**config.mk**
```make
export PLATFORM = sky130hd
export DESIGN_NAME = led_scan_sequencer
export DESIGN_NICKNAME = d
export VERILOG_FILES = /design/src/rtl/led_scan_sequencer.sv
export SDC_FILE = /design/constraint.sdc
export NUM_CORES = 1
export LEC_CHECK = 0
export ABC_AREA = 0
export CAP_MARGIN = 25
export CORE_MARGIN = 8
export CORE_UTILIZATION = 60
export DETAILED_ROUTE_END_ITERATION = 7
export DONT_BUFFER_PORTS = 1
export GPL_ROUTABILITY_DRIVEN = 1
export PLACE_DENSITY = 0.76
export SLEW_MARGIN = 20
export SYNTH_ARGS = -nofsm -noshare
export SYNTH_HDL_FRONTEND = slang
export SYNTH_SLANG_ARGS = --single-unit
```
**constraint.sdc**
```tcl
create_clock -name clk_i -period 4 [get_ports clk_i]
set_input_delay 0 -clock clk_i [delete_from_list [all_inputs] [get_ports clk_i]]
set_output_delay 0 -clock clk_i [all_outputs]
set_load 0.03 [all_outputs]
```
**src/rtl/led_scan_sequencer.sv**
```systemverilog
// Running-light position sequencer for a 3-to-8 LED decoder.
// A prescaler sets the step rate; the FSM runs either wrap-around or bounce order.
module led_scan_sequencer #(
  parameter int unsigned DIV_W   = 24,
  parameter int unsigned DIV_VAL = 12_500_000
) (
  input  logic       clk_i,
  input  logic       rst_ni,
  input  logic       start_i,
  input  logic       stop_i,
  input  logic       mode_i,
  input  logic       dir_i,
  output logic [2:0] binary_o,
  output logic       en_o,
  output logic       busy_o,
  output logic       step_o
);

  localparam int unsigned POS_W = 3;
  localparam logic [DIV_W-1:0] DIV_MAX = DIV_W'(DIV_VAL - 1);
  localparam logic [POS_W-1:0] POS_MIN = POS_W'(0);
  localparam logic [POS_W-1:0] POS_MAX = POS_W'(7);

  typedef enum logic [1:0] {
    IDLE     = 2'd0,
    RUN_UP   = 2'd1,
    RUN_DOWN = 2'd2
  } state_e;

  state_e             state_q, state_d;
  logic [DIV_W-1:0]   presc_q, presc_d;
  logic               mode_q, mode_d;
  logic [POS_W-1:0]   bin_q, bin_d;
  logic               en_q, en_d;
  logic               busy_q, busy_d;
  logic               step_q, step_d;
  logic               tick_c;

  // Step strobe: last prescaler count while a sequence is running.
  always_comb begin
    tick_c = (state_q != IDLE) && (presc_q == DIV_MAX);
  end

  always_comb begin
    state_d = state_q;
    presc_d = presc_q;
    mode_d  = mode_q;
    bin_d   = bin_q;
    en_d    = en_q;
    busy_d  = busy_q;
    step_d  = 1'b0;

    unique case (state_q)
      IDLE: begin
        en_d   = 1'b0;
        busy_d = 1'b0;
        if (start_i && !stop_i) begin
          mode_d  = mode_i;
          presc_d = '0;
          en_d    = 1'b1;
          busy_d  = 1'b1;
          if (dir_i) begin
            state_d = RUN_DOWN;
            bin_d   = POS_MAX;
          end else begin
            state_d = RUN_UP;
            bin_d   = POS_MIN;
          end
        end
      end

      RUN_UP, RUN_DOWN: begin
        if (stop_i) begin
          // Stop wins over a coincident tick; position is frozen.
          state_d = IDLE;
          en_d    = 1'b0;
          busy_d  = 1'b0;
          presc_d = '0;
        end else if (tick_c) begin
          presc_d = '0;
          step_d  = 1'b1;
          if (state_q == RUN_UP) begin
            if (mode_q && (bin_q == POS_MAX)) begin
              state_d = RUN_DOWN;
              bin_d   = POS_MAX - POS_W'(1);
            end else begin
              bin_d = bin_q + POS_W'(1);
            end
          end else begin
            if (mode_q && (bin_q == POS_MIN)) begin
              state_d = RUN_UP;
              bin_d   = POS_MIN + POS_W'(1);
            end else begin
              bin_d = bin_q - POS_W'(1);
            end
          end
        end else begin
          presc_d = presc_q + DIV_W'(1);
        end
      end

      default: begin
        state_d = IDLE;
        en_d    = 1'b0;
        busy_d  = 1'b0;
        presc_d = '0;
      end
    endcase
  end

  always_ff @(posedge clk_i or negedge rst_ni) begin
    if (!rst_ni) begin
      state_q <= IDLE;
      presc_q <= '0;
      mode_q  <= 1'b0;
      bin_q   <= '0;
      en_q    <= 1'b0;
      busy_q  <= 1'b0;
      step_q  <= 1'b0;
    end else begin
      state_q <= state_d;
      presc_q <= presc_d;
      mode_q  <= mode_d;
      bin_q   <= bin_d;
      en_q    <= en_d;
      busy_q  <= busy_d;
      step_q  <= step_d;
    end
  end

  assign binary_o = bin_q;
  assign en_o     = en_q;
  assign busy_o   = busy_q;
  assign step_o   = step_q;

endmodule

```
Word level (Yosys, flattened, before mapping). Cells that the tools add are included.

Register bits after elaboration: 32. Input port bits: 6. Output and inout port bits: 6. Word-level logic and storage cells: 59.

Add/sub/neg operators: 3. Equality and inequality tests: 11. Mux-type cells: 26. Reduce and logical (&&, ||, !) cells: 13.

Operator list (number): 24-bit two-way mux (3); 24-bit case mux with 2 select lines (1); 24-bit by 1-bit adder with 24-bit output, second input constant (1); 24-bit == test, second input constant (1); 3-bit two-way mux (7); 2-bit two-way mux (7); 2-bit inequality test, second input constant (4); 4-bit inequality test, second input constant (2); 4-bit AND reduction (2); 3-bit case mux with 2 select lines (1); 1-bit two-way mux (5); 1-bit logical AND (4); 2-bit case mux with 2 select lines (1); 2-bit nonzero test (2); 3-bit by 1-bit adder with 3-bit output, second input constant (1); 3-bit == test, second input constant (1); 3-bit logical NOT (1); 3-bit inequality test, second input constant (1); 3-bit by 1-bit subtractor with 3-bit output, second input constant (1); 2-bit by 1-bit == test with 1-bit output, second input constant (1); 2-bit == test, second input constant (1); 2-bit logical NOT (1); 1-bit case mux with 2 select lines (1); 2-bit AND reduction (1); other kinds (2) (2).

Depth between registers and ports, before layout. Gate-level depths: netlist of the first run.

Word-level depth: 7. Mapped depth: 10. Gate-level depth less buffers: 7.

Worst setup path before layout of the first run. OpenSTA, ideal clock, no wires.

Kind: register to register. From: reg state_q[0]. To: reg state_q[1]. Library setup time: 128 ps. Arrival: 2073 ps. Data required time: 3872 ps. Path slack: 1800 ps. Stages on the path, launching flop included: 9. Buffers on the path: 1. Clock period less this slack: 2200 ps. Path through: dfrtp_1 > inv_1 > ha_1 > buf_6 > nor4b_4 > nand4b_1 > or4_1 > a21oi_2 > mux2_1.

Longest elaborated chain between the ends: 5. Elaborated cells on any way between the ends: 15. Classes of those cells: eq/ne (6); mux (4); reduce/logical (5).

Ends and longest elaborated chain: start: declaration (line 30) `state_e state_q, state_d;`; start signal: assignment (line 121) `state_q <= state_d;`; 2-bit by 1-bit == test with 1-bit output (line 53, 82); 2-bit two-way mux (line 82) `if (state_q == RUN_UP) begin`; 2-bit two-way mux (line 79) `end else if (tick_c) begin`; 2-bit two-way mux (line 73) `if (stop_i) begin`; 2-bit case mux with 2 select lines (line 53) `unique case (state_q)`.

Parallel ways exist; a longest one is shown, timed or not. The select of a mux whose other input is x is not followed. A chain may end at the register's enable or synchronous reset.

Final worst setup path of the first run.
From: reg state_q[0]. To: reg presc_q[12].

Longest elaborated chain between the ends: 5. Elaborated cells on any way between the ends: 10. Classes of those cells: eq/ne (3); mux (3); reduce/logical (4).

Ends and longest elaborated chain: 2-bit nonzero test (line 41) `tick_c = (state_q != IDLE) && (presc_q == DIV_MAX);`; 1-bit logical AND (line 41); 24-bit two-way mux (line 79); 24-bit two-way mux (line 73); 24-bit case mux with 2 select lines (line 53); end signal: assignment (line 122) `presc_q <= presc_d;`; end: declaration (line 31) `logic [DIV_W-1:0] presc_q, presc_d;`.

Parallel ways exist; a longest one is shown, timed or not.

==> flow_summary.yaml, run 1 <==
timing:
  tns_ns: 0
  fin_worst_skew_ns: 0.0263
  rsz0062_at_grt: "false"
  max_clock_freq_mhz: 363
  min_period_ns: 2.76
  post-route-period-util_pct: 68.9
  setup_viol: 0
  final-max-slew-violation-count: 0
  slew_headroom_pct: 41.1
  finalHoldViolCount: 0
  tightest_slew_ns: 0.883
  setup_ws_ns: 1.24
grt:
  grt_pass1_wl_um: 6080
  grt_max_degree: 33
  grt_usage_pct: 14.9
  grt_pass1_vias: 1355
  antenna_found_initial: 0
  overflow: 0
yosys:
  synthArstFlopShare_pct: 100
  synth_edf_count: 0
  syn_nets: 208
  synth_cells: 194
  ys.flop_type: "dfrtp_1"
  syn_area_um2: 1870
  yosysWarnings: 0
  ys_seq_area_share_pct: 42.9
  ys_ff_latch: 32
  synth.avg_cell_area_um2: 9.62
  synth.distinct_cells: 44
worst_hold_path:
  hold_depth: 4
  holdCritPathClass: "primary input to register"
job:
  maxCapViolCount: 0
floorplan:
  num_rows: 20
  die_area_um2: 5150
  die_h_um: 71.8
  core_area_um2: 3000
  fp.dieW_um: 71.8
  ios: 12
  initial_core_util_pct: 62.2
drt:
  drt_iter0_markers: 121
  via_per_inst: 6.11
  drc: 0
  wl_per_cell_um: 15.4
  drtAntennaViolNets: 0
  routed_wl_um: 3580
  vias: 1418
  drt_first_pass_iters: 4
clock_network:
  post_cts_buffers: 0
  clock-sinks: 32
  cts_inserted_buffers: 5
  clk_pin_slew_ns: 0.12
  clock_path_buffers: 2
  clk_root_buffer_cell: "clkbuf_4"
  cts_tree: "done"
  htreeDepth: 2
  clk_latency_ns: 0.35
  cts_resized: 0
finish:
  most-common-layout-cells: "32 x dfrtp_1, 31 x nor2_1, 18 x nand2_1"
  final_common_cell: "dfrtp_1"
  drive_gt1_share_pct: 9.05
  layout.nets: 212
  num_antenna_cells: 0
  area_growth_pct: 5.90
  fin_cells: 232
setup_path:
  critPathLaunchType: "register"
  ff2ff_path_depth: 7
  criticalPathCategory: "register to register"
  path_max_fanout: 21
  crit_arrival_ns: 2.93
  cp-end-kind: "register"
  r2r_slack_ns: 1.24
  timing.critical_path.required_ns: 4.17
placed_design:
  dp_hpwl_um: 2530
  dp_cells: 219
  io_buffers: 0
  place_congestion: 0.973
  place_ws_ns: 1.28
run_status:
  run_status: "complete, no violations"
power_and_ir_drop:
  leakage_nw: 0.844
  powerDensity_nw_per_um2: 514
  vdd_drop_max_uv: 406
-- worst paths after layout --
kind                       startpoint           to
min in group asynchronous      rst_ni   state_q[1]
min                           start_i       busy_o
max                        state_q[0]  presc_q[12]
max in group asynchronous      rst_ni   presc_q[6]
min reg2reg                state_q[1]   state_q[1]
max reg2reg                state_q[0]  presc_q[12]
-- final cells by class --
cell class | count | area (um^2)
well taps | 33 | 41.3
multi-input cells | 146 | 983
fillers | 223 | 1030
clock buffers | 6 | 51.3
inverters | 8 | 30.0
repair buffers | 5 | 60.1
clock inverters | 2 | 10.0
flip-flops and latches | 32 | 801
-- cell usage after synthesis, drive strengths merged, types with 2 or more instances --
library cell | number | area (um^2)
a21oi | 7 | 46.3
a221oi | 2 | 35.0
and3 | 2 | 12.5
buf | 6 | 45.0
clkbuf | 2 | 7.51
dfrtp | 32 | 801
ha | 8 | 100
inv | 8 | 30.0
mux2 | 2 | 22.5
mux2i | 2 | 20.0
nand2 | 18 | 67.6
nand2b | 3 | 18.8
nand3 | 10 | 50.1
nand4 | 9 | 56.3
nor2 | 31 | 116
o21ai | 7 | 35.0
o32a | 4 | 40.0
or3 | 3 | 18.8
or4 | 2 | 15.0
xnor2 | 5 | 43.8
xor2 | 13 | 114
-- stage by stage --
step                utilization (%)  hold slack [ns]  power [mW]  cell area, um^2
floorplan                         -           -0.296       0.757             1870
finish                         65.8           0.0156        1.02             1980
global placement               61.8           -0.295       0.782             1860
CTS                            65.8           0.0162        1.02             1980
global route                   65.8           0.0473        1.08             1980
detailed placement             61.8           -0.295       0.806             1860
-- flip-flops by register name (all words and copies together), names as in the netlist --
register / count
binary_o: 3
busy_o: 1
mode_q: 1
presc_q: 24
state_q: 2
step_o: 1
-- report_power, final --
part	leakage, nW	switching (mW)	total [mW]	internal (mW)
Clock	0.0380	0.113	0.196	0.0836
Sequential	0.429	0.0780	0.436	0.358
Combinational	0.377	0.244	0.385	0.140
Total	0.844	0.435	1.02	0.582
-- critical path, stage by stage (launching register included) --
cell and delay, ns:
dfrtp_1 0.40, inv_1 0.07, ha_1 0.33, nor4b_4 0.24, nand4b_1 0.13, or3_1 0.53
a21oi_2 0.73, nor2_1 0.14
-- layer usage --
metal	vias to the layer above	GRT usage [%]	routed length, um
met3	11	3.49	187
li1	688	-	-
met5	-	0	0
met2	45	23.9	1690
met1	674	18.0	1620
met4	0	8.16	86
-- logic make-up (layout without fill, tap and decap cells) --
family | after synthesis | after routing | share of synthesized area (%)
buf+inv | 16 | 21 | 4.42
mux | 4 | 4 | 2.28
flops | 32 | 32 | 42.9
simple gates | 88 | 88 | 24.5
xor+xnor | 18 | 18 | 8.44
fa+ha+maj | 8 | 8 | 5.36
compound gates | 28 | 28 | 12.1
-- timing repair --
item | CTS | global route
hold buffers | 5 | 0
hold endpoints to repair | 43 | 0
setup endpoints to repair | 0 | 0
Power figures use the tool's default switching activity.
==> run 2: changes to the inputs <==
==> constraint.sdc (replaced) <==
create_clock -name clk_i -period 2.84 [get_ports clk_i]
set_input_delay 0 -clock clk_i [delete_from_list [all_inputs] [get_ports clk_i]]
set_output_delay 0 -clock clk_i [all_outputs]
set_load 0.03 [all_outputs]
==> run 2 against run 1 <==
  * Final cell count is 0.43% higher
  * Highest routed layer unchanged
  * Clock skew is 0.018 ns lower
  * Sequential share of layout area is 0.10 points lower
  * Largest power group unchanged
  * Non-clock buffer count is 1 higher
  * Clock-buffer cell count is 2 higher
==> flow_summary.yaml, run 2 (synthesis gave the netlist of run 1 again) <==
grt:
  grt_pass1_wl_um: 6270
  grt_max_degree: 33
  grt_usage_pct: 15.3
  grt_pass1_vias: 1357
  overflow: 0
  antenna_found_initial: 0
setup_path:
  slowest_stage: "or4_1"
  crit_arrival_ns: 2.64
  critPathBufInv: 1
  critPathLaunchType: "register"
  cpPeakStageDelay_ns: 0.57
  path_max_fanout: 9
  cp-end-kind: "register"
  critPathTopFamily: "simple AND/OR/NAND/NOR gates"
  criticalPathCategory: "register to register"
  worstPathCellList: "inv_1, ha_1, nor4b_4, nand4b_1, or4_1, a21oi_2, mux2_1"
  timing.critical_path.required_ns: 3.05
floorplan:
  core_area_um2: 3000
  die_h_um: 71.8
  die_area_um2: 5150
  initial_core_util_pct: 62.2
  ios: 12
  num_rows: 20
  fp.dieW_um: 71.8
timing:
  tightest_slew_ns: 0.619
  setup_viol: 0
  tns_ns: 0
  final-max-slew-violation-count: 0
  hold_ws_ns: 0.0661
  fin_worst_skew_ns: 0.00804
  rsz0062_at_grt: "false"
  slew_headroom_pct: 58.6
  min_period_ns: 2.44
  max_clock_freq_mhz: 410
  finalHoldViolCount: 0
  post-route-period-util_pct: 85.9
power_and_ir_drop:
  power_mw: 1.44
  leakage_nw: 0.844
  vdd_drop_max_uv: 559
  powerDensity_nw_per_um2: 727
job:
  maxCapViolCount: 0
finish:
  finalCoreUtilization_pct: 66.0
  layout.nets: 213
  fill_cells: 246
  seqCellArea_um2: 801
  drive_gt1_share_pct: 8.50
  final_common_cell: "dfrtp_1"
  multi_input_area_um2: 983
  top_register: "presc_q"
  area_growth_pct: 6.17
  largest_reg_flops: 24
  most-common-layout-cells: "32 x dfrtp_1, 31 x nor2_1, 18 x nand2_1"
  num_antenna_cells: 0
placed_design:
  io_buffers: 0
  dp_hpwl_um: 2580
  place_congestion: 0.881
drt:
  vias: 1401
  drt_first_pass_iters: 4
  routed_wl_um: 3660
  drt_iter0_markers: 76
  via_per_inst: 6.01
  wl_per_cell_um: 15.7
  drtAntennaViolNets: 0
  drc: 0
clock_network:
  clock-sinks: 32
  cts_tree: "done"
  htreeDepth: 2
  clk_root_buffer_cell: "clkbuf_4"
  cts_inserted_buffers: 5
  post_cts_buffers: 0
  cts_resized: 0
  clk_latency_ns: 0.32
  clk_pin_slew_ns: 0.09
  clock_path_buffers: 2
run_status:
  run_status: "complete, no violations"
worst_hold_path:
  holdCritPathClass: "primary input to register"
[run 2: changes by cell type in the layout (fill, tap and decap cells not counted)]
cell / before / now
clkinv_2: 2 / 0
buf_4: 0 / 1
clkbuf_1: 0 / 2
[run 2: cell type report]
class / instances / area share, %
Sequential cell: 32 / 40.4
Clock buffer: 8 / 2.97
Tap cell: 33 / 2.08
Timing Repair Buffer: 6 / 3.41
Inverter: 8 / 1.52
Multi-Input combinational cell: 146 / 49.6
[run 2: metal layers]
layer  vias up  share of wire (%)  GRT usage [%]
li1        688                  -              -
met2        32                 48           24.6
met4         0                1.3           6.35
met3         5                4.2           2.93
met1       676                 46           19.5
met5         -                  0              0
[run 2: repair_timing]
| item | 4_1_cts | 5_1_grt |
|---|---|---|
| endpoints found under the hold margin | 43 | 0 |
| hold buffers | 5 | 0 |
| setup endpoints to repair | 0 | 0 |
[run 2: stage by stage]
step | setup WS, ns | instances | area [um^2]
4_1_cts | 0.419 | 233 | 1980
3_5_place_dp | 0.432 | 220 | 1860
2_1_floorplan | 0.640 | 194 | 1870
3_3_place_gp | 0.542 | 220 | 1860
6_report | 0.401 | 233 | 1980
5_1_grt | 0.298 | 233 | 1980
[run 2: worst paths after layout]
kind | end | cells past startpoint | slack (ns) | startpoint
worst max-delay path | state_q[1] | 7 | 0.40 | state_q[0]
worst min-delay path | binary_o[2] | 2 | 0.07 | dir_i
worst max register to register | state_q[1] | 7 | 0.40 | state_q[0]
worst min register to register | state_q[1] | 1 | 0.55 | state_q[1]
max in group asynchronous | presc_q[5] | 2 | 2.55 | rst_ni
min in group asynchronous | presc_q[3] | 2 | 0.12 | rst_ni
[run 2: where the power goes]
| group | internal (mW) | switching [mW] | leakage, nW |
|---|---|---|---|
| sequential | 0.504 | 0.108 | 0.429 |
| combinational | 0.209 | 0.354 | 0.382 |
| clock | 0.122 | 0.144 | 0.0326 |
| total | 0.835 | 0.606 | 0.844 |
